File: config.mk
export PLATFORM = sky130hd
export DESIGN_NAME = bcd_time_keeper
export DESIGN_NICKNAME = d
export VERILOG_FILES = /design/src/rtl/dac_pkg.sv /design/src/rtl/bcd_hms_next.sv /design/src/rtl/bcd_time_keeper.sv
export SDC_FILE = /design/constraint.sdc
export NUM_CORES = 1
export LEC_CHECK = 0
export BUFFER_PORTS_ARGS = -buffer_cell sky130_fd_sc_hd__buf_2
export CORE_MARGIN = 3
export CORE_UTILIZATION = 40
export CTS_CLUSTER_SIZE = 30
export DETAILED_ROUTE_END_ITERATION = 8
export PLACE_DENSITY_LB_ADDON = 0.05
export SYNTH_ARGS = -nofsm -noshare
export SYNTH_HDL_FRONTEND = slang
export SYNTH_SLANG_ARGS = --single-unit
File: constraint.sdc
create_clock -name clk -period 2.5 [get_ports clk]
set_clock_uncertainty 0.15 [all_clocks]
set_input_delay 0.25 -clock clk [delete_from_list [all_inputs] [get_ports clk]]
set_output_delay 0.25 -clock clk [all_outputs]
set_load 0.03 [all_outputs]
File: src/rtl/dac_pkg.sv
// Shared definitions for the digital alarm clock blocks.
//   - BCD digit limits used by the time-set counter and the time keeper.
//   - hhmm_t: the 16-bit BCD HH:MM word layout {H1,H0,M1,M0}.
//   - hms_t:  the 24-bit BCD HH:MM:SS word layout {HH:MM,S1,S0}.
//   - hhmm_valid(): legal-time check for an HH:MM word.
package dac_pkg;

  localparam logic [3:0] MAX_UNITS          = 4'd9;
  localparam logic [3:0] MAX_MIN_TENS       = 4'd5;
  localparam logic [3:0] MAX_HR_TENS        = 4'd2;
  localparam logic [3:0] MAX_HR_UNITS_AT_20 = 4'd3;

  typedef struct packed {
    logic [3:0] h1;
    logic [3:0] h0;
    logic [3:0] m1;
    logic [3:0] m0;
  } hhmm_t;

  typedef struct packed {
    hhmm_t      hm;
    logic [3:0] s1;
    logic [3:0] s0;
  } hms_t;

  // Hours above 23 are rejected even though each digit is in range.
  function automatic logic hhmm_valid(input hhmm_t t);
    return (t.h1 <= MAX_HR_TENS) && (t.h0 <= MAX_UNITS) &&
           !((t.h1 == MAX_HR_TENS) && (t.h0 > MAX_HR_UNITS_AT_20)) &&
           (t.m1 <= MAX_MIN_TENS) && (t.m0 <= MAX_UNITS);
  endfunction

endpackage

File: src/rtl/bcd_hms_next.sv
// Combinational BCD HH:MM:SS incrementer with 23:59:59 -> 00:00:00 wrap.
//   hms_in  : current {HH,MM,SS} (hms_t layout)
//   hms_out : time one second later
module bcd_hms_next
  import dac_pkg::*;
(
  input  logic [23:0] hms_in,
  output logic [23:0] hms_out
);

  hms_t c, n;
  logic c_s1, c_m0, c_m1, c_hr;

  assign c = hms_in;

  always_comb begin
    n    = c;
    // Each carry means "this digit and all below it are wrapping".
    c_s1 = (c.s0 == MAX_UNITS);
    c_m0 = c_s1 && (c.s1 == MAX_MIN_TENS);
    c_m1 = c_m0 && (c.hm.m0 == MAX_UNITS);
    c_hr = c_m1 && (c.hm.m1 == MAX_MIN_TENS);

    n.s0 = c_s1 ? 4'd0 : c.s0 + 4'd1;
    if (c_s1) n.s1 = (c.s1 == MAX_MIN_TENS) ? 4'd0 : c.s1 + 4'd1;
    if (c_m0) n.hm.m0 = (c.hm.m0 == MAX_UNITS) ? 4'd0 : c.hm.m0 + 4'd1;
    if (c_m1) n.hm.m1 = (c.hm.m1 == MAX_MIN_TENS) ? 4'd0 : c.hm.m1 + 4'd1;
    if (c_hr) begin
      if ((c.hm.h1 == MAX_HR_TENS) && (c.hm.h0 == MAX_HR_UNITS_AT_20)) begin
        n.hm.h1 = 4'd0;
        n.hm.h0 = 4'd0;
      end else if (c.hm.h0 == MAX_UNITS) begin
        n.hm.h1 = c.hm.h1 + 4'd1;
        n.hm.h0 = 4'd0;
      end else begin
        n.hm.h0 = c.hm.h0 + 4'd1;
      end
    end
  end

  assign hms_out = n;

endmodule

File: src/rtl/bcd_time_keeper.sv
// Running time and alarm register block for the digital alarm clock.
//   clk, reset     : clock, synchronous active-low reset
//   set_data       : BCD HH:MM from the time-set counter
//   load_time      : load set_data into the running time (seconds cleared)
//   load_alarm     : load set_data into the alarm register
//   alarm_en       : alarm armed; low also clears a pending alarm
//   stop_alarm     : clears alarm
//   current_time   : BCD HH:MM       seconds : BCD SS
//   alarm_time     : BCD HH:MM alarm setting
//   one_sec        : pulse in the cycle the advanced time is first visible
//   load_err       : pulse one cycle after a rejected load
//   alarm          : latched alarm indication
module bcd_time_keeper
  import dac_pkg::*;
#(
  parameter int CLK_PER_SEC = 256
) (
  input  logic        clk,
  input  logic        reset,
  input  logic [15:0] set_data,
  input  logic        load_time,
  input  logic        load_alarm,
  input  logic        alarm_en,
  input  logic        stop_alarm,
  output logic [15:0] current_time,
  output logic [7:0]  seconds,
  output logic [15:0] alarm_time,
  output logic        one_sec,
  output logic        load_err,
  output logic        alarm
);

  localparam int PW = $clog2(CLK_PER_SEC);
  localparam logic [PW-1:0] TERM = PW'(CLK_PER_SEC - 1);

  logic [PW-1:0] presc;
  logic          tick, set_ok;
  logic [23:0]   hms_nxt;

  assign tick   = (presc == TERM);
  assign set_ok = hhmm_valid(hhmm_t'(set_data));

  bcd_hms_next u_next (
    .hms_in  ({current_time, seconds}),
    .hms_out (hms_nxt)
  );

  always_ff @(posedge clk) begin
    if (!reset) begin
      presc        <= '0;
      current_time <= '0;
      seconds      <= '0;
      alarm_time   <= '0;
      one_sec      <= 1'b0;
      load_err     <= 1'b0;
      alarm        <= 1'b0;
    end else begin
      // An accepted time load restarts the second and swallows a tick.
      // A rejected one leaves the clock running undisturbed.
      if (load_time && set_ok) begin
        current_time <= set_data;
        seconds      <= 8'h00;
        presc        <= '0;
        one_sec      <= 1'b0;
      end else if (tick) begin
        {current_time, seconds} <= hms_nxt;
        presc        <= '0;
        one_sec      <= 1'b1;
      end else begin
        presc        <= presc + PW'(1);
        one_sec      <= 1'b0;
      end

      if (load_alarm && set_ok) alarm_time <= set_data;

      // Both strobes share set_data, so one validity result covers both.
      load_err <= (load_time || load_alarm) && !set_ok;

      // Match uses registered state so a load never fires the alarm.
      if (stop_alarm || !alarm_en)
        alarm <= 1'b0;
      else if (one_sec && (seconds == 8'h00) && (current_time == alarm_time))
        alarm <= 1'b1;
    end
  end

endmodule
==> impl_metrics.ini, run 1 <==
[status]
status = finished, final reports clean

[timing]
timing.fmax_mhz = 447
fin_crit_sh = 0.896
setup_viol = 0
final-hold-violation-count = 0
rsz0062_at_grt = false
max-slew-margin-rel = 0.545
setup_tns_ns = 0
drv_slew = 0
fin_crit_ns = 2.24
worst_pin_slew_ns = 0.673

[cells_and_area]
finalNetCount = 387
antennaDiodeCount = 0
fin_util = 0.505
drive_above_1_share = 0.248
syn2layout_area_growth_pct = 18.0
fill_cells = 606

[routing]
drtPass1Iterations = 4
via_per_inst = 5.42
routedWlPerCell_um = 16.1
drc = 0
vias = 2375
drt-initial-drc-count = 124
ant_nets = 0
wirelength_um = 7060

[min_path]
whs_path_depth = 3
min_path_type = in2reg
min_to = alarm$_SDFFE_PP0P_
min_from = alarm_en

[logic_synthesis]
synth-edff-count = 0
synthTopCellsByArea = dfxtp_1, xnor2_1, mux2i_1
ys_warn_count = 0
synth.most_common_cell = dfxtp_1
synthTopCellsByCount = dfxtp_1, nor2_1, nand2_1, xnor2_1
syn_area_per_cell_um2 = 8.84
synth_top_area_cell = dfxtp_1
async_flop_share = 0
syn_inst = 297
ys_seq_area_frac = 0.389
syn-num-nets = 322
ys_types = 57
ys.flop_type = dfxtp_1
synth.top_cell.area_share = 0.389
ys_ff_latch = 51
syn_area_mm2 = 0.00263

[cts]
cts_hold_repair.buffers = 1
clockBufferDepth = 2
clockRootBuffer = clkbuf_8
cts_resized = 0
postCtsSetupBuffers = 0
cts_made_buffers = 5
cts_tree = built
clock_latency_ns = 0.30
cts_sinks = 51
clk_pin_slew_ns = 0.09
htree_levels = 2

[worst_setup_path]
r2r_cells = 6
cp_data_arrival_time_ns = 2.27
r2r_start = presc[0]$_SDFF_PP0_
ff2ff_setup_slack_ns = 0.26
timing.rr.end = current_time[11]$_SDFFE_PN0P_
critPathKind = reg2reg
path_max_fanout = 11
cp.required_ns = 2.53
setup.worst_path.end_class = flop
cp-start-kind = flop

[global_routing]
grt_pass1_wl_um = 11700
antenna_found_initial = 0
grt_max_degree = 21
grt_usage = 0.197
grt_overflow = 0
grt_pass1_vias = 2266

[floorplanning]
dieArea_mm2 = 0.00757
num_io_pins = 65
initial_core_util = 0.428
core_mm2 = 0.00613
die_y_um = 87.0
die_w_um = 87.0
num_rows = 28

[power]
p_switching_mw = 0.334
power.density_mw_per_mm2 = 450
ir_drop_mv = 0.306
p_sw_frac = 0.240
seq_power_share = 0.596
internal-power_mw = 1.06
p_leak_nw = 1.41
power_frac_clock = 0.329
pwr-share-comb = 0.074

[placed_design]
place_congestion = 0.819
place.port_buffers = 64
hpwl_um = 5370

[job]
cap_violations = 0
## how the worst max path moves through the flow
stage / start / cells after the start / slack, ns / end
after floorplan: seconds[6]$_SDFFE_PP0P_ / 5 / 0.51 / current_time[1]$_SDFFE_PN0P_
after global placement: presc[0]$_SDFF_PP0_ / 6 / 0.26 / current_time[10]$_SDFFE_PN0P_
after detailed placement: presc[0]$_SDFF_PP0_ / 6 / 0.30 / current_time[11]$_SDFFE_PN0P_
after CTS: presc[0]$_SDFF_PP0_ / 6 / 0.29 / current_time[11]$_SDFFE_PN0P_
after global routing: presc[0]$_SDFF_PP0_ / 6 / 0.13 / current_time[10]$_SDFFE_PN0P_
final: presc[0]$_SDFF_PP0_ / 6 / 0.26 / current_time[11]$_SDFFE_PN0P_
## routing by layer
metal,vias up,routed length (um),GRT usage
met1,1110,3300,0.271
met4,0,96,0.0609
li1,1183,-,-
met3,9,398,0.0388
met2,73,3270,0.308
met5,-,0,0
## critical path, cell delays in order, from the launching register on
cell     delay, ns
dfxtp_1       0.38
ha_1          0.22
and4_1        0.39
nand4_4       0.23
nor2_2        0.40
mux2i_1       0.26
o22ai_1       0.09
## cells by family after synthesis
family	count (synthesis)	share of synthesized area
AOI/OAI and AO/OA	48	0.117
xor gates and xnor gates	32	0.107
adders and majority gates	3	0.0143
buffers and inverters	21	0.0453
DFF	51	0.389
muxes	17	0.0653
and+or+nand+nor	125	0.262
## final cells by class
class / count / area [um^2] / share of cell area
clock buffer: 7 / 76.3 / 0.0246
tap: 75 / 93.8 / 0.0303
multi-input combinational: 225 / 1490 / 0.479
inverter: 5 / 18.8 / 0.00606
clock inverter: 1 / 5.00 / 0.00162
timing repair buffer: 74 / 398 / 0.128
sequential: 51 / 1020 / 0.330
## power groups by stage
stage / sequential (mW) / clock (mW) / combinational [mW]
finish: 0.831 / 0.459 / 0.103
floorplan: 0.856 / 0 / 0.0457
CTS: 0.831 / 0.479 / 0.104
global route: 0.832 / 0.511 / 0.114
detailed placement: 0.849 / 0 / 0.103
global placement: 0.850 / 0 / 0.102
## placed cells by master, fill, tap and decap left out, types with 2 or more instances in the layout
cell and instances:
a21oi_1 9, a311oi_1 3, a31oi_1 4, a32o_1 2, and2_2 2, and3_1 8
buf_2 64, buf_4 9, clkbuf_1 2, clkbuf_8 5, dfxtp_1 51, ha_1 3
inv_1 4, mux2i_1 16, nand2_1 19, nand3_1 12, nand3b_1 2, nand4_1 5
nand4b_1 2, nor2_1 41, nor2b_1 4, nor3_1 7, nor3b_1 2, nor4_1 3
nor4bb_1 2, o21ai_0 16, o22ai_1 5, xnor2_1 19, xor2_1 13
## flip-flops by register name, summed over array words and instances (netlist names)
name / count
alarm: 1
alarm_time: 16
current_time: 16
load_err: 1
one_sec: 1
presc: 8
seconds: 8
## through the flow
stage	setup slack, ns	area, um^2	hold WS, ns	total power [mW]	cells
2_1_floorplan	0.513	2630	0.177	0.902	297
3_3_place_gp	0.257	3010	0.269	0.952	429
3_5_place_dp	0.304	3010	0.276	0.952	429
4_1_cts	0.287	3100	0.0175	1.41	438
5_1_grt	0.133	3100	0.0199	1.46	438
6_report	0.261	3100	0.0251	1.39	438
Power figures use the tool's default switching activity.
==> inputs of run 2 (changes only) <==
--- a/config.mk
+++ b/config.mk
@@ -5,9 +5,12 @@
 export SDC_FILE = /design/constraint.sdc
 export NUM_CORES = 1
 export LEC_CHECK = 0
+export ABC_AREA = 1
 export BUFFER_PORTS_ARGS = -buffer_cell sky130_fd_sc_hd__buf_2
+export CELL_PAD_IN_SITES_DETAIL_PLACEMENT = 0
+export CELL_PAD_IN_SITES_GLOBAL_PLACEMENT = 1
 export CORE_MARGIN = 3
-export CORE_UTILIZATION = 40
+export CORE_UTILIZATION = 38
 export CTS_CLUSTER_SIZE = 30
 export DETAILED_ROUTE_END_ITERATION = 8
 export PLACE_DENSITY_LB_ADDON = 0.05
==> impl_metrics.ini, run 2 <==
[floorplanning]
dieArea_mm2 = 0.00837
core_mm2 = 0.00694
initial_core_util = 0.400
num_io_pins = 65
num_rows = 30
die_y_um = 91.5
die_w_um = 91.5

[routing]
drtPass1Iterations = 4
routedWlPerCell_um = 13.5
dr_wl_met3_um = 429
topRoutingLayerUsed = met4
drt-initial-drc-count = 137
wl_met2_um = 3040
wirelength_um = 7540
ant_nets = 0
vias = 2694
drc = 0
wl_met1_um = 3990
via_per_inst = 4.82

[logic_synthesis]
synthTopCellsByArea = dfxtp_1, nand2_1, nor2_1
syn_area_mm2 = 0.00278
synth-compound-area-share = 0.0955
synth.most_common_cell = nand2_1
synth_top_family_by_area = simple AND/OR/NAND/NOR gates
synth-simple-area-share = 0.382
synthTopCellsByCount = nand2_1, dfxtp_1, nor2_1
synth.area.mux_share = 0
syn_inst = 397
syn-num-nets = 422
ys_seq_area_frac = 0.368
ys_warn_count = 0
synth.top_cell.area_share = 0.368
syn_area_per_cell_um2 = 6.99
ys.flop_type = dfxtp_1
ys_ff_latch = 51
ys_types = 35
synthXorXnorAreaFrac = 0.0505
synth-edff-count = 0
synth_top_area_cell = dfxtp_1
async_flop_share = 0
synthAdderAreaFrac = 0.0135

[worst_setup_path]
cp-start-kind = flop
setup.worst_path.end_class = flop
timing.rr.end = current_time[3]$_SDFFE_PN0P_
r2r_start = presc[0]$_SDFF_PP0_
path_max_fanout = 7
cp_data_arrival_time_ns = 1.95
ff2ff_setup_slack_ns = 0.66
r2r_cells = 11
critPathKind = reg2reg
cp.required_ns = 2.61
cp-startpoint = presc[0]$_SDFF_PP0_

[cells_and_area]
syn2layout_area_growth_pct = 17.8
drive_above_1_share = 0.218
fin_cells = 559
antennaDiodeCount = 0
finalNetCount = 487
final_common_cell = nand2_1
largestRegisters = alarm_time (16), current_time (16)
final_cell_mix = nand2_1, buf_2, nor2_1, dfxtp_1, inv_1
fill_cells = 739

[power]
total_power_mw = 1.41
p_switching_mw = 0.364
seq_power_share = 0.586
ir_drop_mv = 0.227
p_leak_nw = 1.61
pwr-share-comb = 0.068
power_frac_clock = 0.346
p_sw_frac = 0.258
internal-power_mw = 1.05
power.density_mw_per_mm2 = 433

[cts]
clock_latency_ns = 0.31
cts_tree = built
cts_made_buffers = 5
clockBufferDepth = 2
clk_pin_slew_ns = 0.10
cts_sinks = 51
clockRootBuffer = clkbuf_8
postCtsSetupBuffers = 0
htree_levels = 2

[status]
status = finished, final reports clean

[global_routing]
grt_pass1_wl_um = 12300
grt_pass1_vias = 2453
grt_usage = 0.183
grt_overflow = 0
antenna_found_initial = 0
grt_max_degree = 25

[min_path]
whs_path_depth = 4
min_path_type = in2reg
min_to = alarm$_SDFFE_PP0P_
min_from = stop_alarm

[timing]
max-slew-margin-rel = 0.680
drv_slew = 0
final-hold-violation-count = 0
fin_crit_sh = 0.734
fin_crit_ns = 1.84
setup_tns_ns = 0
rsz0062_at_grt = false
worst_pin_slew_ns = 0.480
setup_viol = 0
whs_ns = 0.0117
timing.fmax_mhz = 545

[placed_design]
place_congestion = 0.789
placed_cells = 550
hpwl_um = 5840
place.port_buffers = 64

[job]
cap_violations = 0
run 2: power groups by stage:
| stage | logic [mW] | clock network [mW] | registers, mW |
|---|---|---|---|
| after floorplan | 0.0469 | 0 | 0.854 |
| after global routing | 0.109 | 0.535 | 0.830 |
| after detailed placement | 0.0955 | 0 | 0.847 |
| after global placement | 0.0960 | 0 | 0.847 |
| final | 0.0962 | 0.490 | 0.828 |
| after CTS | 0.0970 | 0.501 | 0.828 |
run 2: repair_timing:
action                    in CTS  in global routing
hold buffers                   1                  0
hold endpoints to repair       1                  0
gates resized for setup        0                  0
run 2: per-layer routing:
layer | global-route usage | vias to the layer above
met1 | 0.289 | 1212
met2 | 0.254 | 75
met3 | 0.0315 | 9
met5 | 0 | -
met4 | 0.0427 | 0
li1 | - | 1398
run 2: cells by family (layout without fill, tap and decap cells):
| kind of cell | count (synthesis) | after routing |
|---|---|---|
| buf+inv | 59 | 125 |
| simple gates | 217 | 217 |
| xor+xnor | 16 | 16 |
| compound gates | 51 | 51 |
| flops | 51 | 51 |
| fa+ha+maj | 3 | 3 |
run 2: critical path, stage by stage (launching register included):
cell and delay, ns:
dfxtp_1 0.36, ha_1 0.22, nand2_2 0.10, nor2_4 0.14, nand2_4 0.11, nor2_8 0.14
inv_2 0.05, nor2_1 0.17, nand4_1 0.14, nand3_1 0.10, nand2_1 0.06, inv_1 0.05
run 2: per-stage QoR:
step	setup WS, ns	utilization	area [um^2]
final	0.664	0.471	3270
after floorplan	0.786	-	2780
after CTS	0.659	0.471	3270
after detailed placement	0.511	0.457	3170
after global placement	0.556	0.457	3170
after global routing	0.501	0.471	3270
run 2: cell type report:
| class | count | area (um^2) | area share |
|---|---|---|---|
| Timing Repair Buffer | 68 | 353 | 0.108 |
| Multi-Input combinational cell | 287 | 1500 | 0.460 |
| Clock inverter | 3 | 20.0 | 0.00612 |
| Sequential cell | 51 | 1020 | 0.312 |
| Tap cell | 96 | 120 | 0.0367 |
| Clock buffer | 5 | 68.8 | 0.0210 |
| Inverter | 49 | 184 | 0.0563 |
run 2: how the worst max path moves through the flow:
stage	to	slack [ns]
CTS	current_time[3]$_SDFFE_PN0P_	0.66
global route	current_time[1]$_SDFFE_PN0P_	0.50
finish	current_time[3]$_SDFFE_PN0P_	0.66
global placement	presc[7]$_SDFF_PP0_	0.56
floorplan	current_time[13]$_SDFFE_PN0P_	0.79
detailed placement	presc[3]$_SDFF_PP0_	0.51
==> inputs of run 3 (changes only) <==
--- a/config.mk
+++ b/config.mk
@@ -5,12 +5,12 @@
 export SDC_FILE = /design/constraint.sdc
 export NUM_CORES = 1
 export LEC_CHECK = 0
-export ABC_AREA = 1
+export ABC_AREA = 0
 export BUFFER_PORTS_ARGS = -buffer_cell sky130_fd_sc_hd__buf_2
 export CELL_PAD_IN_SITES_DETAIL_PLACEMENT = 0
 export CELL_PAD_IN_SITES_GLOBAL_PLACEMENT = 1
 export CORE_MARGIN = 3
-export CORE_UTILIZATION = 38
+export CORE_UTILIZATION = 39
 export CTS_CLUSTER_SIZE = 30
 export DETAILED_ROUTE_END_ITERATION = 8
 export PLACE_DENSITY_LB_ADDON = 0.05
==> constraint.sdc (replaced) <==
create_clock -name clk -period 1.7 [get_ports clk]
set_clock_uncertainty 0.15 [all_clocks]
set_input_delay 0.17 -clock clk [delete_from_list [all_inputs] [get_ports clk]]
set_output_delay 0.17 -clock clk [all_outputs]
set_load 0.03 [all_outputs]
==> impl_metrics.ini, run 3 (same netlist as run 1, synthesis figures left out) <==
[placed_design]
place_congestion = 0.791
hpwl_um = 5760
place_area_mm2 = 0.00343
place.port_buffers = 64

[cts]
cts_sinks = 51
clockBufferDepth = 2
clockRootBuffer = clkbuf_8
cts_made_buffers = 5
htree_levels = 2
clock_latency_ns = 0.31
cts_tree = built
clk_pin_slew_ns = 0.10

[routing]
drt-initial-drc-count = 95
routedWlPerCell_um = 15.4
drtPass1Iterations = 4
via_per_inst = 5.22
drc = 0
vias = 2604
wirelength_um = 7680
ant_nets = 0

[timing]
max-slew-margin-rel = 0.765
setup_slack_ns = -0.0701
timing.fmax_mhz = 565
worst_pin_slew_ns = 0.352
rsz0062_at_grt = true
setup_viol = 10
drv_slew = 0
fin_crit_sh = 1.04
fin_crit_ns = 1.77
final-hold-violation-count = 0

[cells_and_area]
final_cell_mix = buf_2, buf_4, nor2_1
largestRegisters = alarm_time (16), current_time (16)
fill_cells = 597
seq_area_mm2 = 0.00104
antennaDiodeCount = 0
syn2layout_area_growth_pct = 41.7
finalNetCount = 446
final_common_cell = buf_2
multi_input_area_mm2 = 0.00160
final_area_mm2 = 0.00372
drive_above_1_share = 0.405
fin_util = 0.579

[floorplanning]
num_io_pins = 65
die_y_um = 88.0
die_w_um = 88.0
initial_core_util = 0.409
num_rows = 29
dieArea_mm2 = 0.00775
core_mm2 = 0.00642

[worst_setup_path]
cp-start-kind = flop
crit_chain = ha_4 > and4_4 > nand4_4 > or4_1 > a311oi_1
cp.required_ns = 1.77
setup.worst_path.end_class = flop
ff2ff_setup_slack_ns = -0.07
cp_data_arrival_time_ns = 1.84
r2r_cells = 5
slowest_delay_ns = 0.44
cp_top_family = simple AND/OR/NAND/NOR gates
path_max_fanout = 6
critPathKind = reg2reg
critPathBufInv = 0
critPathSlowestCell = or4_1
timing.rr.end = current_time[1]$_SDFFE_PN0P_
r2r_start = presc[1]$_SDFF_PP0_

[power]
ir_drop_mv = 0.326
p_leak_nw = 1.72
power.density_mw_per_mm2 = 572

[global_routing]
antenna_found_initial = 0
grt_overflow = 0
grt_pass1_wl_um = 12300
grt_usage = 0.204
grt_max_degree = 17
grt_pass1_vias = 2531

[min_path]
whs_path_depth = 3
min_to = alarm_time[5]$_SDFFE_PN0P_
min_path_type = in2reg
min_from = set_data[5]

[job]
cap_violations = 0

[status]
violations = negative setup slack
status = complete, but fails checks
==> run 3: worst max path at each step <==
stage                                       startpoint                       endpoint  slack, ns  depth (start not counted)
after floorplan                    presc[1]$_SDFF_PP0_   current_time[1]$_SDFFE_PN0P_      -0.14                          7
after global placement    current_time[4]$_SDFFE_PN0P_  current_time[12]$_SDFFE_PN0P_      -0.07                          5
after detailed placement  current_time[4]$_SDFFE_PN0P_  current_time[12]$_SDFFE_PN0P_      -0.14                          5
after CTS                          presc[1]$_SDFF_PP0_   current_time[1]$_SDFFE_PN0P_      -0.08                          5
after global routing               presc[1]$_SDFF_PP0_   current_time[5]$_SDFFE_PN0P_      -0.16                          7
final                              presc[1]$_SDFF_PP0_   current_time[1]$_SDFFE_PN0P_      -0.07                          5
==> run 3: final cells by class <==
class / instances / area share
Inverter: 5 / 0.00505
Timing Repair Buffer: 133 / 0.236
Multi-Input combinational cell: 225 / 0.430
Sequential cell: 51 / 0.280
Tap cell: 77 / 0.0259
Clock inverter: 2 / 0.00336
Clock buffer: 6 / 0.0195
==> run 3: per-stage QoR <==
| stage | hold slack, ns | instances | TNS, ns | power (mW) | setup slack [ns] |
|---|---|---|---|---|---|
| 2_1_floorplan | 0.0970 | 297 | -0.792 | 1.33 | -0.139 |
| 3_3_place_gp | 0.209 | 476 | -0.513 | 1.44 | -0.0701 |
| 5_1_grt | 0.0111 | 499 | -1.72 | 2.21 | -0.159 |
| 3_5_place_dp | 0.209 | 476 | -1.23 | 1.44 | -0.135 |
| 6_report | 0.00195 | 499 | -0.189 | 2.13 | -0.0701 |
| 4_1_cts | 0.000961 | 496 | -0.187 | 2.14 | -0.0786 |
==> run 3: power breakdown <==
part | internal, mW | switching [mW] | total (mW)
sequential | 1.21 | 0.0109 | 1.22
clock | 0.289 | 0.405 | 0.694
combinational | 0.104 | 0.110 | 0.214
==> run 3: repair_timing <==
item                       4_1_cts  5_1_grt
hold endpoints to repair        10        0
gates resized for setup         10        6
buffers inserted                 2        3
hold buffers                    10        0
setup endpoints to repair       18       21
pin swaps                        3        6
==> run 3: metal layers <==
metal / global-route usage / vias up / wire, um
met5: 0 / - / 0
met4: 0.0453 / 0 / 63
met3: 0.0357 / 5 / 267
met2: 0.342 / 52 / 3750
met1: 0.274 / 1250 / 3600
li1: - / 1297 / -
==> run 3: worst min-delay path, cell delays in order <==
cell     delay, ns
buf_2         0.12
mux2i_1       0.07
nor2_1        0.07
